==> config.mk <==
export PLATFORM = sky130hd
export DESIGN_NAME = bus_slave_sel
export DESIGN_NICKNAME = d
export VERILOG_FILES = /design/src/rtl/bus_slave_sel_pkg.sv /design/src/rtl/bus_slave_sel_tmo.sv /design/src/rtl/bus_slave_sel.sv
export SDC_FILE = /design/constraint.sdc
export NUM_CORES = 1
export LEC_CHECK = 0
export BUFFER_PORTS_ARGS = -buffer_cell sky130_fd_sc_hd__buf_4
export CAP_MARGIN = 40
export CORE_ASPECT_RATIO = 1.25
export CORE_UTILIZATION = 25
export CTS_BUF_LIST = sky130_fd_sc_hd__clkbuf_8
export DETAILED_ROUTE_END_ITERATION = 8
export HOLD_SLACK_MARGIN = 0.15
export SYNTH_ARGS = -nofsm -noshare
export SYNTH_HDL_FRONTEND = slang
export SYNTH_SLANG_ARGS = --single-unit
==> constraint.sdc <==
create_clock -name clk -period 1.63 [get_ports clk]
set_input_delay 0.326 -clock clk [delete_from_list [all_inputs] [get_ports clk]]
set_output_delay 0.326 -clock clk [all_outputs]
set_load 0.005 [all_outputs]
==> src/rtl/bus_slave_sel_pkg.sv <==
// Shared definitions for the bus slave decoder: FSM encodings, active-low levels,
// default index field placement and slave index constants.
package bus_slave_sel_pkg;

    typedef enum logic [1:0] {
        ST_IDLE   = 2'd0,
        ST_ACCESS = 2'd1,
        ST_ERR    = 2'd2
    } bus_state_e;

    localparam logic ENABLE_  = 1'b0;
    localparam logic DISABLE_ = 1'b1;

    localparam int unsigned DEF_IDX_W   = 3;
    localparam int unsigned DEF_IDX_LSB = 27;

    localparam logic [DEF_IDX_W-1:0] BUS_SLAVE_0 = 3'd0;
    localparam logic [DEF_IDX_W-1:0] BUS_SLAVE_1 = 3'd1;
    localparam logic [DEF_IDX_W-1:0] BUS_SLAVE_2 = 3'd2;
    localparam logic [DEF_IDX_W-1:0] BUS_SLAVE_3 = 3'd3;
    localparam logic [DEF_IDX_W-1:0] BUS_SLAVE_4 = 3'd4;
    localparam logic [DEF_IDX_W-1:0] BUS_SLAVE_5 = 3'd5;
    localparam logic [DEF_IDX_W-1:0] BUS_SLAVE_6 = 3'd6;
    localparam logic [DEF_IDX_W-1:0] BUS_SLAVE_7 = 3'd7;

endpackage

==> src/rtl/bus_slave_sel_tmo.sv <==
// Access timeout counter: cleared outside an access, saturating increment while
// waiting, expire_c flags the last permitted waiting cycle.
module bus_slave_sel_tmo #(
    parameter int unsigned TMO_W       = 8,
    parameter int unsigned TIMEOUT_CYC = 255
) (
    input  logic clk,
    input  logic reset_,
    input  logic clr,
    input  logic inc,
    output logic expire_c
);

    localparam logic [TMO_W-1:0] CNT_MAX  = {TMO_W{1'b1}};
    localparam logic [TMO_W-1:0] CNT_LAST = TMO_W'(TIMEOUT_CYC - 1);

    logic [TMO_W-1:0] cnt;

    always_ff @(posedge clk) begin
        if (!reset_ || clr) begin
            cnt <= '0;
        end else if (inc && (cnt != CNT_MAX)) begin
            cnt <= cnt + TMO_W'(1);
        end
    end

    assign expire_c = inc && (cnt == CNT_LAST);

endmodule

==> src/rtl/bus_slave_sel.sv <==
// Registered bus address decoder: one-hot active-low chip selects, ready return and
// bus error on unmapped index. Define BUS_SLAVE_SEL_TIMEOUT_EN to add an access timeout.
module bus_slave_sel
    import bus_slave_sel_pkg::*;
#(
    parameter int unsigned ADDR_W      = 30,
    parameter int unsigned NUM_SLAVES  = 8,
    parameter int unsigned IDX_W       = DEF_IDX_W,
    parameter int unsigned IDX_LSB     = DEF_IDX_LSB,
    parameter int unsigned TMO_W       = 8,
    parameter int unsigned TIMEOUT_CYC = 255
) (
    input  logic                  clk,
    input  logic                  reset_,
    input  logic                  m_as_,
    input  logic [ADDR_W-1:0]     m_addr,
    input  logic [NUM_SLAVES-1:0] s_rdy_,
    output logic [NUM_SLAVES-1:0] s_cs_,
    output logic [IDX_W-1:0]      s_sel,
    output logic                  m_rdy_,
    output logic                  m_err
);

    bus_state_e            state, state_n;
    logic [NUM_SLAVES-1:0] cs_n, cs_dec;
    logic [IDX_W-1:0]      sel_n, idx;
    logic                  mapped, sel_rdy, tmo_expire_c;
    logic                  unused_addr;

    assign idx         = m_addr[IDX_LSB +: IDX_W];
    assign unused_addr = ^m_addr;
    assign mapped      = {1'b0, idx} < (IDX_W+1)'(NUM_SLAVES);
    assign sel_rdy     = (state == ST_ACCESS) && (s_rdy_[s_sel] == ENABLE_);

`ifdef BUS_SLAVE_SEL_TIMEOUT_EN
    bus_slave_sel_tmo #(
        .TMO_W       (TMO_W),
        .TIMEOUT_CYC (TIMEOUT_CYC)
    ) u_tmo (
        .clk      (clk),
        .reset_   (reset_),
        .clr      (state != ST_ACCESS),
        .inc      ((state == ST_ACCESS) && !sel_rdy),
        .expire_c (tmo_expire_c)
    );
`else
    logic [TMO_W-1:0] unused_tmo;
    assign unused_tmo   = TMO_W'(TIMEOUT_CYC);
    assign tmo_expire_c = 1'b0;
`endif

    always_comb begin
        cs_dec = {NUM_SLAVES{DISABLE_}};
        for (int i = 0; i < NUM_SLAVES; i++) begin
            cs_dec[i] = (IDX_W'(i) == idx) ? ENABLE_ : DISABLE_;
        end
    end

    always_ff @(posedge clk) begin
        if (!reset_) begin
            state <= ST_IDLE;
            s_cs_ <= {NUM_SLAVES{DISABLE_}};
            s_sel <= '0;
        end else begin
            state <= state_n;
            s_cs_ <= cs_n;
            s_sel <= sel_n;
        end
    end

    // Ready beats both abort and timeout in the same cycle.
    always_comb begin
        state_n = state;
        cs_n    = s_cs_;
        sel_n   = s_sel;
        unique case (state)
            ST_IDLE: begin
                if (m_as_ == ENABLE_) begin
                    if (mapped) begin
                        state_n = ST_ACCESS;
                        sel_n   = idx;
                        cs_n    = cs_dec;
                    end else begin
                        state_n = ST_ERR;
                    end
                end
            end
            ST_ACCESS: begin
                if (sel_rdy || (m_as_ == DISABLE_)) begin
                    state_n = ST_IDLE;
                    cs_n    = {NUM_SLAVES{DISABLE_}};
                end else if (tmo_expire_c) begin
                    state_n = ST_ERR;
                    cs_n    = {NUM_SLAVES{DISABLE_}};
                end
            end
            ST_ERR: begin
                state_n = ST_IDLE;
                cs_n    = {NUM_SLAVES{DISABLE_}};
            end
            default: begin
                state_n = ST_IDLE;
                cs_n    = {NUM_SLAVES{DISABLE_}};
            end
        endcase
    end

    // Error is a decode of the state register; ready follows the selected slave live.
    assign m_err  = (state == ST_ERR);
    assign m_rdy_ = (state == ST_ERR) ? ENABLE_ : (sel_rdy ? ENABLE_ : DISABLE_);

endmodule

# Word level (Yosys, flattened, before mapping)
# Index checks and enable logic that the tools add are counted.
# totals
word_cells	41
inputBits	41
out_inout_bits	13
regBits	13
# classes
n_mux	18
magnitude_cmp	1
eq_ne	11
n_bitwise	2
n_reduce_logical	6
# ops
op	count
$mux W8	2
$pmux W8 S2	1
$eq A3 B3 Y1 const A	4
$mux W1	11
$eq A2 B3 Y1 const A	2
$lt A3 B4 Y1 const B	1
$mux W2	2
$pmux W2 S2	1
$reduce_and A2 Y1	2
$bmux W1 S3	1
$eq A1 B3 Y1 const A	1
$logic_not A3 Y1	1
$eq A2 B1 Y1 const B	1
$eq A2 B2 Y1 const B	1
$logic_not A2 Y1	1
$ne A2 B1 Y1 const B	1
$ne A2 B2 Y1 const B	1
$not A1 Y1	2
$logic_and A1 B1 Y1	1
$logic_or A1 B1 Y1	1

# Longest topological paths before layout
# logic_depth
depth_word	7
ltp_mapped	5
mapped_depth_nobuf	4

# Worst setup path after synthesis
# OpenSTA, ideal clock, no wires.
# synth_path
path_kind	register -> output
start	register s_sel[0]
end	output m_rdy_
slack_ps	237
required_ps	1304
arrival_time_ps	1067
stages_incl_launch_ff	6
cell_sequence	dfxtp_1 buf_6 mux2_4 a2bb2oi_2 nand2_1 nand2_1
# synth_between
elab_chain_len	6
# synth_rtl
element	line_no	source
start: declaration	bus_slave_sel.sv:19	output logic [IDX_W-1:0] s_sel,
start signal: assignment	bus_slave_sel.sv:67	s_sel <= sel_n;
$bmux W1 S3	bus_slave_sel.sv:33	assign sel_rdy = (state == ST_ACCESS) && (s_rdy_[s_sel] == ENABLE_);
$mux W1 (not written as such)	bus_slave_sel.sv:33	
$not A1 Y1	bus_slave_sel.sv:33	
$logic_and A1 B1 Y1	bus_slave_sel.sv:33	
$mux W1 (2 in a row)	bus_slave_sel.sv:110	assign m_rdy_ = (state == ST_ERR) ? ENABLE_ : (sel_rdy ? ENABLE_ : DISABLE_);
end: declaration	bus_slave_sel.sv:20	output logic m_rdy_,
# Every way passes these cells. The select of a mux whose other input is x is not followed.

# Worst setup path after layout
# Same ends and word-level chain as after synthesis.

==> impl_metrics.tcl <==
set metrics [dict create \
    rrSetupSlack_ns 0.14 \
    initial_core_util_pct 27.7 \
    path_cells "mux2_4 -> a2bb2oi_2 -> nand2_1 -> nand2_1 -> buf_6" \
    fin_cells 119 \
    seqCellArea_sq_um 244 \
    ys_seq_area_share_pct 42.3 \
    cp_top_family "flip-flops" \
    power-per-cell-area_nw_per_um2 803 \
    num_vias 527 \
    area_growth_pct 53.5 \
    muxShareOfSynthArea_pct 7.93 \
    die_x_microns 44.6 \
    gp_congestion 0.675 \
    dieArea_sq_um 2470 \
    finalCriticalPeriod_ns 1.67 \
    cts_htree_levels 1 \
    multi_input_area_sq_um 313 \
    synth_compound_area_share_pct 27.1 \
    grt-ovfl-total 0 \
    n_antenna_cell 0 \
    status "finished, violations left" \
    n_fill_cell 215 \
    yosysWarnings 0 \
    failed_checks "setup timing" \
    cp_num_buf_inv 1 \
    hold_depth 3 \
    drtIter0Drc 5 \
    layout_setup_ws_ns -0.0410 \
    cts_tree "built" \
    antenna_found_initial 0 \
    synth_fp_nets 100 \
    grt_pass1_wl_microns 2190 \
    insertion_delay_ns 0.23 \
    leakage_nw 0.359 \
    cts_buffer_depth 2 \
    port_buffers 25 \
    syn_inst 59 \
    cts_hold_buf 0 \
    max_freq_mhz 598 \
    synthAdderAreaFrac_pct 0 \
    ff2ff_path_depth 5 \
    fin_util_pct 42.6 \
    synth_xor_xnor_area_share_pct 0 \
    finalCritPeriodShare_pct 103 \
    grt_use_total_pct 11.6 \
    avgViaCountPerCell 4.43 \
    crit_slowest_cell "dfxtp_4" \
    finalClockSkew_ns 0.000661 \
    hold_violations 0 \
    synth_area_sq_um 568 \
    cts_buffers 3 \
    yosysUniqueCellTypes 24 \
    max_cap_violations 0 \
    hold_class "primary input to register" \
    yosys.area_share.simple_pct 17.2 \
    avgSynthCellArea_sq_um 9.63 \
    drv_slew 0 \
    die_h_microns 55.3 \
    drive_above_1_share_pct 44.9 \
    path_clk_slew_ns 0.05 \
    crit_fanout 4 \
    place_hpwl_microns 976 \
    synth_top_family_by_area "compound AO/OA/AOI/OAI gates" \
    wl_per_cell_microns 11.1 \
    setup_violations 1 \
    rsz0062_at_grt "yes" \
    place_inst 114 \
    clkSinkCount 12 \
    drt-pass1-iter-count 4 \
    placementRows 18 \
    ys_seq_elements 12 \
    grt_pass1_vias 522 \
    timing.rr.end "s_cs_[2]" \
    grt_start_max_net_pins 10 \
    peakVddDrop_mv 0.675 \
    min_from "m_addr[29]" \
    crit_required_ns 1.30 \
    endpoint_kind "output port" \
    antenna_left 0 \
    start_kind "register" \
    critPathArrivalTime_ns 1.34 \
    min_to "s_sel[2]" \
    regToRegStartpoint "s_sel[0]" \
    cpMostUsedCell "nand2_1" \
    critPathMaxStageDelay_ns 0.36 \
    drc 0 \
    ioPinCount 54 \
    cts-root-buf "clkbuf_8" \
    worstSetupPathType "register to output port" \
    core_area_sq_um 2050 \
    routed_wl_microns 1320 \
    nNetsFinal 132 \
]
logic make-up (layout without fill, tap and decap cells):
family | count (synthesis) | in the layout
compound gates | 18 | 18
buf+inv | 4 | 34
flops | 12 | 12
mux | 4 | 4
other cells | 1 | 1
simple gates | 20 | 20
how the worst max path moves through the flow:
stage	startpoint	to	slack, ns	cells past startpoint
6_report	s_sel[0]	m_rdy_	-0.04	5
5_1_grt	s_sel[0]	m_rdy_	-0.13	5
4_1_cts	s_sel[0]	m_rdy_	-0.07	6
3_5_place_dp	s_sel[0]	m_rdy_	0.08	6
3_3_place_gp	s_sel[0]	m_rdy_	0.07	6
2_1_floorplan	s_sel[0]	m_rdy_	0.24	5
cell type report:
cell class	instances	area share [%]
inverter	1	0.430
clock buffer	3	4.73
timing repair buffer	30	26.7
multi-input combinational	43	35.9
tap	30	4.30
sequential	12	28.0
state kept, by name, summed over array words and instances (netlist names):
| signal | count |
|---|---|
| s_sel | 3 |
| s_cs_ | 8 |
| state | 1 |
power breakdown:
part	leakage (nW)	internal [mW]	total (mW)	switching (mW)
Combinational	0.239	0.0762	0.126	0.0502
Clock	0.0216	0.162	0.259	0.0971
Sequential	0.0988	0.304	0.315	0.0112
synth_stat cells:
library cell  number  area [sq um]
a21boi_0           3          22.5
a21oi_1            1          5.00
a22oi_1            1          7.51
a2bb2oi_1          6          52.6
a2bb2oi_2          1          15.0
a31oi_4            1          21.3
and3_1             1          6.26
buf_2              1          5.00
buf_4              1          7.51
buf_6              1          11.3
conb_1             1          3.75
dfxtp_1           12           240
inv_1              1          3.75
mux2_4             1          15.0
mux2i_1            3          30.0
nand2_1            6          22.5
nand2b_1           1          6.26
nand3_1            2          10.0
nor2_1             4          15.0
nor2b_1            4          25.0
nor3_1             1          5.00
nor3b_1            1          7.51
o21a_1             2          15.0
o21ai_0            3          15.0
through the flow:
step | power (mW) | hold WS (ns) | area [sq um] | TNS (ns) | setup WS (ns)
global route | 0.737 | 0.379 | 872 | -0.133 | -0.133
global placement | 0.432 | 0.453 | 792 | 0 | 0.0742
detailed placement | 0.434 | 0.460 | 792 | 0 | 0.0787
CTS | 0.700 | 0.362 | 840 | -0.0668 | -0.0668
finish | 0.700 | 0.364 | 872 | -0.0410 | -0.0410
floorplan | 0.380 | 0.464 | 568 | 0 | 0.237
metal layers:
metal	routed length (microns)	vias to the layer above	global-route usage [%]
li1	-	268	-
met1	610	234	13.9
met2	611	23	18.7
met3	92	2	2.29
met4	8	0	6.49
met5	0	-	0
cell usage in the layout, fill, tap and decap left out, drive strengths merged, types with 2 or more instances in the layout:
| cell | instances |
|---|---|
| nand3 | 2 |
| a2bb2oi | 7 |
| nand2 | 6 |
| o21a | 2 |
| nor2 | 4 |
| nor2b | 4 |
| a21boi | 3 |
| mux2i | 3 |
| o21ai | 3 |
| dfxtp | 12 |
| buf | 30 |
| clkbuf | 3 |
tightest hold or removal path, stage by stage:
cell and delay [ns]:
buf_4 0.12, nand2_1 0.04, a21boi_0 0.06
timing repair:
item                       4_1_cts  5_1_grt
pin swaps                        0        3
gates resized for setup          2        5
setup endpoints to repair        1        1
setup buffers                    0        2
Note: power is estimated with default switching activity, not from simulation.
